## src/rtl/uart_tx_sched.sv

```systemverilog
`default_nettype none
// ============================================================================
// Module   : uart_tx_sched
// Purpose  : Round-robin scheduler sharing one 8N1 UART transmitter between
//            NUM_REQ byte producers. It accepts one byte per grant, fires the
//            transmitter strobe, then blocks all requesters for one frame
//            time, because the transmitter reports no busy status.
// Options  : UART_TX_SCHED_STATS_EN adds a 16-bit wrapping frame_count output
//            that counts transmitted frames.
// Revision : 1.0 - initial release
// ============================================================================
module uart_tx_sched #(
    parameter int NUM_REQ    = 2,
    parameter int BIT_CYCLES = 105,
    parameter int FRAME_BITS = 11,
    parameter int GID_W      = 1
) (
    input  logic                 clk,
    input  logic                 rst_n,
    input  logic [NUM_REQ-1:0]   req_valid,
    input  logic [8*NUM_REQ-1:0] req_data,
    output logic [NUM_REQ-1:0]   req_ready,
    output logic [7:0]           tx_data,
    output logic                 new_message,
    output logic                 busy,
    output logic [GID_W-1:0]     grant_id
`ifdef UART_TX_SCHED_STATS_EN
    ,
    output logic [15:0]          frame_count
`endif
);

    // One frame time in clk cycles; the hold-off counter runs F-1 down to 0.
    localparam int                c_frame_cycles = FRAME_BITS * BIT_CYCLES;
    localparam int                c_cnt_w        = (c_frame_cycles > 1) ? $clog2(c_frame_cycles) : 1;
    localparam logic [c_cnt_w-1:0] c_cnt_max     = c_cnt_w'(c_frame_cycles - 1);
    localparam logic [GID_W:0]    c_num_req      = (GID_W + 1)'(NUM_REQ);
    localparam logic [GID_W-1:0]  c_last_id      = GID_W'(NUM_REQ - 1);

    typedef enum logic [1:0] {
        S_IDLE   = 2'd0,
        S_STROBE = 2'd1,
        S_WAIT   = 2'd2
    } state_t;

    state_t               r_state;
    logic [c_cnt_w-1:0]   r_wait_cnt;
    logic [GID_W-1:0]     r_rr_ptr;
    logic [GID_W-1:0]     r_grant_id;
    logic [7:0]           r_tx_data;
    logic                 r_new_message;

    logic                 w_found;
    logic [GID_W-1:0]     w_winner;
    logic [GID_W:0]       w_idx;
    logic [GID_W-1:0]     w_next_ptr;
    logic [NUM_REQ-1:0]   w_ready;

    // Round-robin search: first valid requester starting at r_rr_ptr, wrapping.
    always_comb begin
        w_found  = 1'b0;
        w_winner = '0;
        w_idx    = '0;
        for (int k = 0; k < NUM_REQ; k++) begin
            w_idx = {1'b0, r_rr_ptr} + (GID_W + 1)'(k);
            if (w_idx >= c_num_req) begin
                w_idx = w_idx - c_num_req;
            end
            if (!w_found && req_valid[w_idx[GID_W-1:0]]) begin
                w_found  = 1'b1;
                w_winner = w_idx[GID_W-1:0];
            end
        end
    end

    // Pointer moves just past the winner so it gets lowest priority next time.
    assign w_next_ptr = (w_winner == c_last_id) ? '0 : w_winner + GID_W'(1);

    // Accept is only offered while idle; at most one bit is ever set.
    always_comb begin
        w_ready = '0;
        if (r_state == S_IDLE && w_found) begin
            w_ready[w_winner] = 1'b1;
        end
    end

    // Scheduler FSM; reset lands in WAIT so an in-flight frame can finish.
    always_ff @(posedge clk or negedge rst_n) begin
        if (!rst_n) begin
            r_state       <= S_WAIT;
            r_wait_cnt    <= c_cnt_max;
            r_rr_ptr      <= '0;
            r_grant_id    <= '0;
            r_tx_data     <= 8'h00;
            r_new_message <= 1'b0;
        end else begin
            case (r_state)
                S_IDLE: begin
                    if (w_found) begin
                        r_tx_data     <= req_data[{w_winner, 3'b000} +: 8];
                        r_grant_id    <= w_winner;
                        r_rr_ptr      <= w_next_ptr;
                        r_new_message <= 1'b1;
                        r_state       <= S_STROBE;
                    end
                end
                S_STROBE: begin
                    r_new_message <= 1'b0;
                    r_wait_cnt    <= c_cnt_max;
                    r_state       <= S_WAIT;
                end
                S_WAIT: begin
                    if (r_wait_cnt == '0) begin
                        r_state <= S_IDLE;
                    end else begin
                        r_wait_cnt <= r_wait_cnt - c_cnt_w'(1);
                    end
                end
                default: begin
                    r_new_message <= 1'b0;
                    r_state       <= S_IDLE;
                end
            endcase
        end
    end

    assign req_ready   = w_ready;
    assign tx_data     = r_tx_data;
    assign new_message = r_new_message;
    assign grant_id    = r_grant_id;
    assign busy        = (r_state != S_IDLE);

`ifdef UART_TX_SCHED_STATS_EN
    logic [15:0] r_frame_count;

    // Count one frame per strobe cycle, wrapping naturally at 16 bits.
    always_ff @(posedge clk or negedge rst_n) begin
        if (!rst_n) begin
            r_frame_count <= 16'h0000;
        end else if (r_state == S_STROBE) begin
            r_frame_count <= r_frame_count + 16'd1;
        end
    end

    assign frame_count = r_frame_count;
`else
    // Statistics counter not built in this configuration.
`endif

endmodule
`default_nettype wire

```

## config.mk

```make
export PLATFORM = sky130hd
export DESIGN_NAME = uart_tx_sched
export DESIGN_NICKNAME = d
export VERILOG_FILES = /design/src/rtl/uart_tx_sched.sv
export SDC_FILE = /design/constraint.sdc
export NUM_CORES = 1
export LEC_CHECK = 0
export CAP_MARGIN = 10
export CORE_ASPECT_RATIO = 1.4
export CORE_MARGIN = 2
export CORE_UTILIZATION = 45
export DETAILED_ROUTE_END_ITERATION = 10
export PLACE_DENSITY = 0.76
export SLEW_MARGIN = 20
export SYNTH_ARGS = -nofsm -noshare
export SYNTH_HDL_FRONTEND = slang
export SYNTH_SLANG_ARGS = --single-unit
```

## constraint.sdc

```tcl
create_clock -name clk -period 3.4 [get_ports clk]
set_input_delay 0.68 -clock clk [delete_from_list [all_inputs] [get_ports clk]]
set_output_delay 0.68 -clock clk [all_outputs]
set_load 0.02 [all_outputs]
```

# == Word-level counts from Yosys, hierarchy flattened ==
# Index checks and enable logic that the tools add are counted.
# op_classes
muxes,21
bitwise,1
n_shift,1
add_sub_neg,5
order_cmp,6
n_eq_ne,5
reduce_logical,12
# op_table
cell,n
$pmux W11 S2,1
$shiftx A16 B5 Y8,1
$mux W1,13
$logic_not A11 Y1,1
$mux W11,1
$sub A11 B1 Y11 const B,1
$reduce_and A2 Y1,4
$lt A1 B2 Y1 const B,3
$mux W2,3
$ne A2 B2 Y1 const B,3
$pmux W2 S3,1
$reduce_bool A2 Y1,2
$logic_and A1 B1 Y1,3
$add A1 B1 Y2 const B,1
$eq A2 B1 Y1 const B,1
$eq A2 B2 Y1 const B,1
$ge A1 B2 Y1 const B,1
$ge A2 B2 Y1 const B,1
$logic_not A2 Y1,1
$pmux W1 S2,1
$sub A1 B1 Y1 const B,2
$add A1 B1 Y1 const B,1
$demux W1 S1,1
$ge A1 B1 Y1 const B,1
2 further kinds,2
# word_totals
input_bits,20
out_inout_bits,13
word_cells,57
reg_bits,24

# == Logic depth before layout (Yosys ltp) ==
# depth
ltp_word,13
depth_mapped,6

# == Worst setup path after synthesis ==
# No wires, ideal clock.
# synth_path
path_type,input -> output
startpoint,in req_valid[0]
endpoint,out req_ready[1]
arrival_time_ns,1.246
n_path_buf,1
required_time_ns,2.720
setup_slack_ns,1.474
stages,3
cell_sequence,nand2b_1 and3_1 clkbuf_1
# synth_via
elab_chain_cells,11
# synth_lines
element,line,text
start: declaration,20,"input logic [NUM_REQ-1:0] req_valid,"
$mux W1 (not written as such) (2 in a row),69,if (!w_found && req_valid[w_idx[GID_W-1:0]]) begin
$mux W1,69,
$logic_not A1 Y1,69,
$logic_and A1 B1 Y1,69,
$mux W1,69,
$lt A1 B2 Y1 (not written as such) / $ge A1 B1 Y1 (equally long branches),83,w_ready[w_winner] = 1'b1;
$logic_and A1 B1 Y1 (not written as such),83,
$mux W1 (not written as such),83,
$demux W1 S1,83,
$mux W2 (*),82,if (r_state == S_IDLE && w_found) begin
end: declaration,22,"output logic [NUM_REQ-1:0] req_ready,"
# Mark *: on every way between the ends. The rest lies on a longest branch, timed or not. The select of a mux whose other input is x is not followed.

# == Worst setup path in the final report ==
# Same ends and word-level chain as after synthesis.

==> tab_implementation.tex <==
\begin{tabular}{lr}
\hline
Metric & Value \\
\hline
\multicolumn{2}{l}{\textbf{Clocking}} \\
\quad Clock root buffer master & sky130\_fd\_sc\_hd\_\_clkbuf\_4 \\
\quad Clock tree buffer depth & 2 \\
\quad Post-CTS Setup Bufs & 0 \\
\quad Clock slew seen by the registers of the worst setup and hold paths & 120 ps \\
\quad H-tree Lvls & 1 \\
\quad Num CTS Buffers & 3 \\
\quad Number of sinks on the clock net & 24 \\
\quad CTS tree & done \\
\quad Number of instances resized during post-cts repair & 0 \\
\quad Hold-fix buffers, CTS & 0 \\
\quad Worst-Skew Late Latency & 310 ps \\
\multicolumn{2}{l}{\textbf{Flow run}} \\
\quad Maximum capacitance violations & 0 \\
\multicolumn{2}{l}{\textbf{Synth}} \\
\quad Largest area contributor in the synthesized netlist & sky130\_fd\_sc\_hd\_\_dfrtp\_1 \\
\quad Dominant combinational cell family by area after synthesis & compound AO/OA/AOI/OAI gates \\
\quad Share of Yosys cell area claimed by the top area cell type & 42.8\% \\
\quad Total standard cell area after synthesis & 0.00117 sq mm \\
\quad Ys Warns & 0 \\
\quad Mux contribution to synthesized area & 0.857\% \\
\quad Fraction of the mapped netlist area in simple logic gates & 18.7\% \\
\quad Leading cell types by total area after synthesis & sky130\_fd\_sc\_hd\_\_dfrtp\_1 (43\%), sky130\_fd\_sc\_hd\_\_dfstp\_2 (9.0\%), sky130\_fd\_sc\_hd\_\_a222oi\_1 (6.9\%) \\
\quad Sequential element share of the synthesized area & 51.8\% \\
\quad Arithmetic-cell share of the synthesized area counting full adders, half adders and majority gates & 1.07\% \\
\quad Number of instances in the synthesized netlist & 116 \\
\quad XOR/XNOR Fraction of Synth Area & 0\% \\
\quad Synth unique cells & 38 \\
\quad Average cell area after synthesis & 10.1 sq um \\
\quad Share of flip-flops with an asynchronous set or reset & 100\% \\
\quad Most frequently used flop master after synthesis & sky130\_fd\_sc\_hd\_\_dfrtp\_1 \\
\quad Total of flip-flops plus latches after synthesis & 24 \\
\quad Total nets after synthesis & 137 \\
\quad Count of flip-flops with a built-in enable after synthesis & 0 \\
\quad Synthesized-area fraction occupied by ao, oa, aoi and oai cells & 21.0\% \\
\multicolumn{2}{l}{\textbf{Floorplanning}} \\
\quad Effective utilization at floorplan & 48.3\% \\
\quad Rows & 21 \\
\quad Horizontal extent of the die & 47.1 microns \\
\quad Die Span Y & 64.3 microns \\
\quad Ports placed on the boundary & 33 \\
\quad Die area & 0.00303 sq mm \\
\quad Area inside the core boundary & 0.00242 sq mm \\
\multicolumn{2}{l}{\textbf{Setup path}} \\
\quad Levels on crit path & 4 \\
\quad Largest stage delay on the critical path & 680 ps \\
\quad Family with the most delay on the worst path & buffers and inverters \\
\quad Setup crit end kind & output port \\
\quad Crit path max-delay cell type & sky130\_fd\_sc\_hd\_\_clkdlybuf4s50\_1 \\
\quad Most frequent cell on the critical path & sky130\_fd\_sc\_hd\_\_clkdlybuf4s50\_1 \\
\quad Buf/Inv on CP & 2 \\
\quad Required time worst endpoint & 2720 ps \\
\quad Worst-case reg-to-reg path depth & 6 \\
\quad Critical path start-end classification & in2out \\
\quad Worst setup SP type & primary input \\
\quad List of cells traversed by the critical path & clkdlybuf4s50\_1, nand2b\_1, and3\_1, clkdlybuf4s50\_1 \\
\quad Critical path data arrival time & 2240 ps \\
\quad Largest fanout of any net on the critical path & 10 \\
\multicolumn{2}{l}{\textbf{Pwr}} \\
\quad Reported net switching power & 0.553 mW \\
\quad Part of the total power dissipated in combinational logic & 50.2\% \\
\quad Static Leak & 0.670 nW \\
\quad Power Internal & 0.776 mW \\
\quad Power share of the clock group & 9.1\% \\
\quad Power density over cell area & 865 mW/mm\^{}2 \\
\quad Flop pwr share & 40.7\% \\
\quad Sw frac & 41.6\% \\
\quad Tot Pwr & 1.33 mW \\
\quad Worst-case vdd ir drop & 496 uV \\
\multicolumn{2}{l}{\textbf{Final layout}} \\
\quad Sequential cell area & 606 sq um \\
\quad Fraction of final layout cells with drive strength greater than 1 & 8.16\% \\
\quad Area added between synthesis and finish & 31.5\% \\
\quad Ant diodes & 0 \\
\quad Final-stage net count & 170 \\
\quad Final core utilization & 63.6\% \\
\quad Fill cells & 202 \\
\quad Post-route cell area & 0.00154 sq mm \\
\quad Area of the multi-input gates & 487 sq um \\
\multicolumn{2}{l}{\textbf{Timing}} \\
\quad F\_max & 342 MHz \\
\quad Maximum clock skew at final layout & 0.631 ps \\
\quad Worst relative slew slack & 58.7\% \\
\quad Final setup violation count & 0 \\
\quad Ratio of final minimum period to clock period & 85.9\% \\
\quad Transition time at the pin with the least slew margin & 613 ps \\
\quad Number of hold-slack violations in the final timing report & 0 \\
\quad Max Slew Vio Count & 0 \\
\quad Setup Total Neg Slack & 0 ps \\
\quad Shortest clock period the worst path allows after layout & 2920 ps \\
\quad Setup repair after global routing missed its margin & no \\
\multicolumn{2}{l}{\textbf{Detailed routing}} \\
\quad Met3 Wirelength & 214 microns \\
\quad Number of detailed-routing iterations run before antenna repair & 4 \\
\quad Average vias per placed instance & 5.69 \\
\quad Detailed Route Iter0 Violations & 34 \\
\quad Post-DR wirelength/cell & 13.9 microns \\
\quad Sum of met2 wire segment lengths after detailed routing & 1230 microns \\
\quad DRC Markers & 0 \\
\quad Uppermost layer routed & met4 \\
\quad Antenna-violating nets left & 0 \\
\quad Post-Route M1 WL & 1040 microns \\
\quad WL final & 2510 microns \\
\quad Number of vias in the routed layout & 1030 \\
\multicolumn{2}{l}{\textbf{Global routing}} \\
\quad GRT Util Overall & 19.7\% \\
\quad Final global-route overflow total & 0 \\
\quad Maximum number of pins on one net before global-route repair & 25 \\
\quad Number of antenna violations at the first check in global routing & 0 \\
\quad First-pass GRT wire length & 4430 microns \\
\quad Vias in the first global route & 1059 \\
\multicolumn{2}{l}{\textbf{Status}} \\
\quad Result of the run & complete, no violations \\
\multicolumn{2}{l}{\textbf{Min path}} \\
\quad Type of the worst min-delay path & in2async \\
\multicolumn{2}{l}{\textbf{Placement}} \\
\quad Count of input and output buffers & 32 \\
\quad Placed cell area & 0.00152 sq mm \\
\quad Final weighted congestion in routability-driven placement & 0.830 \\
\quad Detailed placement HPWL & 1950 microns \\
\hline
\end{tabular}
state kept, by name (all words and copies together) (netlist names):
name	count
r_wait_cnt	11
tx_data	8
r_state	2
grant_id	1
new_message	1
r_rr_ptr	1
final cells by class:
class | instances | share of cell area [%]
Sequential cell | 24 | 39.4
Multi-Input combinational cell | 72 | 31.7
Timing Repair Buffer | 33 | 21.0
Inverter | 15 | 3.66
Tap cell | 34 | 2.77
Clock buffer | 3 | 1.47
power groups by stage:
stage | registers [mW] | clock network (mW) | logic (mW)
5_1_grt | 0.562 | 0.140 | 0.742
3_5_place_dp | 0.544 | 0 | 0.671
3_3_place_gp | 0.542 | 0 | 0.659
6_report | 0.541 | 0.121 | 0.666
2_1_floorplan | 0.570 | 0 | 0.379
4_1_cts | 0.541 | 0.126 | 0.674
metrics by stage:
stage / cells / worst slack (ps) / hold slack [ps]
floorplan: 116 / 1470 / 384
global placement: 178 / 538 / 474
detailed placement: 178 / 477 / 465
CTS: 181 / 480 / 506
global route: 181 / 384 / 354
finish: 181 / 478 / 320
per-layer routing:
layer / up-vias / GRT usage (%)
met2: 46 / 31.7
met4: 0 / 6.25
li1: 492 / -
met1: 490 / 24.4
met5: - / 0
met3: 2 / 5.93
path summary, 6_finish.rpt:
path,to,slack (ps),from
min in group clk,grant_id,500,grant_id
worst min register to register,grant_id,500,grant_id
worst max-delay path,req_ready[1],480,req_valid[0]
worst max register to register,r_wait_cnt[5],1570,r_wait_cnt[1]
max in group asynchronous,r_wait_cnt[10],2720,rst_n
worst min-delay path,r_wait_cnt[2],320,rst_n
cells by family after synthesis:
logic type                 after synthesis
muxes                                    1
buffers and inverters                   20
DFF                                     24
AOI/OAI and AO/OA                       33
and+or+nand+nor                         37
adders and majority gates                1
cells in the mapped netlist (all sizes together), types with 2 or more instances:
cell type	number
a21o	2
a21oi	4
a222oi	8
a31o	2
a31oi	2
and3	2
clkbuf	4
dfrtp	20
dfstp	4
inv	15
nand2	8
nand2b	3
nand3	3
nor2	6
nor2b	2
nor3	3
nor4	2
o211ai	2
o21ai	6
o31ai	2
cells in the final DEF (no fill, tap or decap), types with 3 or more instances in the layout:
cell type                         Yosys  final
sky130_fd_sc_hd__a21oi_1              4      4
sky130_fd_sc_hd__a222oi_1             8      8
sky130_fd_sc_hd__clkbuf_4             0      3
sky130_fd_sc_hd__clkdlybuf4s50_1      0     31
sky130_fd_sc_hd__dfrtp_1             20     20
sky130_fd_sc_hd__dfstp_2              4      4
sky130_fd_sc_hd__inv_1               15     15
sky130_fd_sc_hd__nand2_1              8      8
sky130_fd_sc_hd__nand2b_1             3      3
sky130_fd_sc_hd__nand3_1              3      3
sky130_fd_sc_hd__nor2_1               6      6
sky130_fd_sc_hd__nor3_1               3      3
sky130_fd_sc_hd__o21ai_0              6      6
No activity file was read; power rests on OpenSTA's default activity.
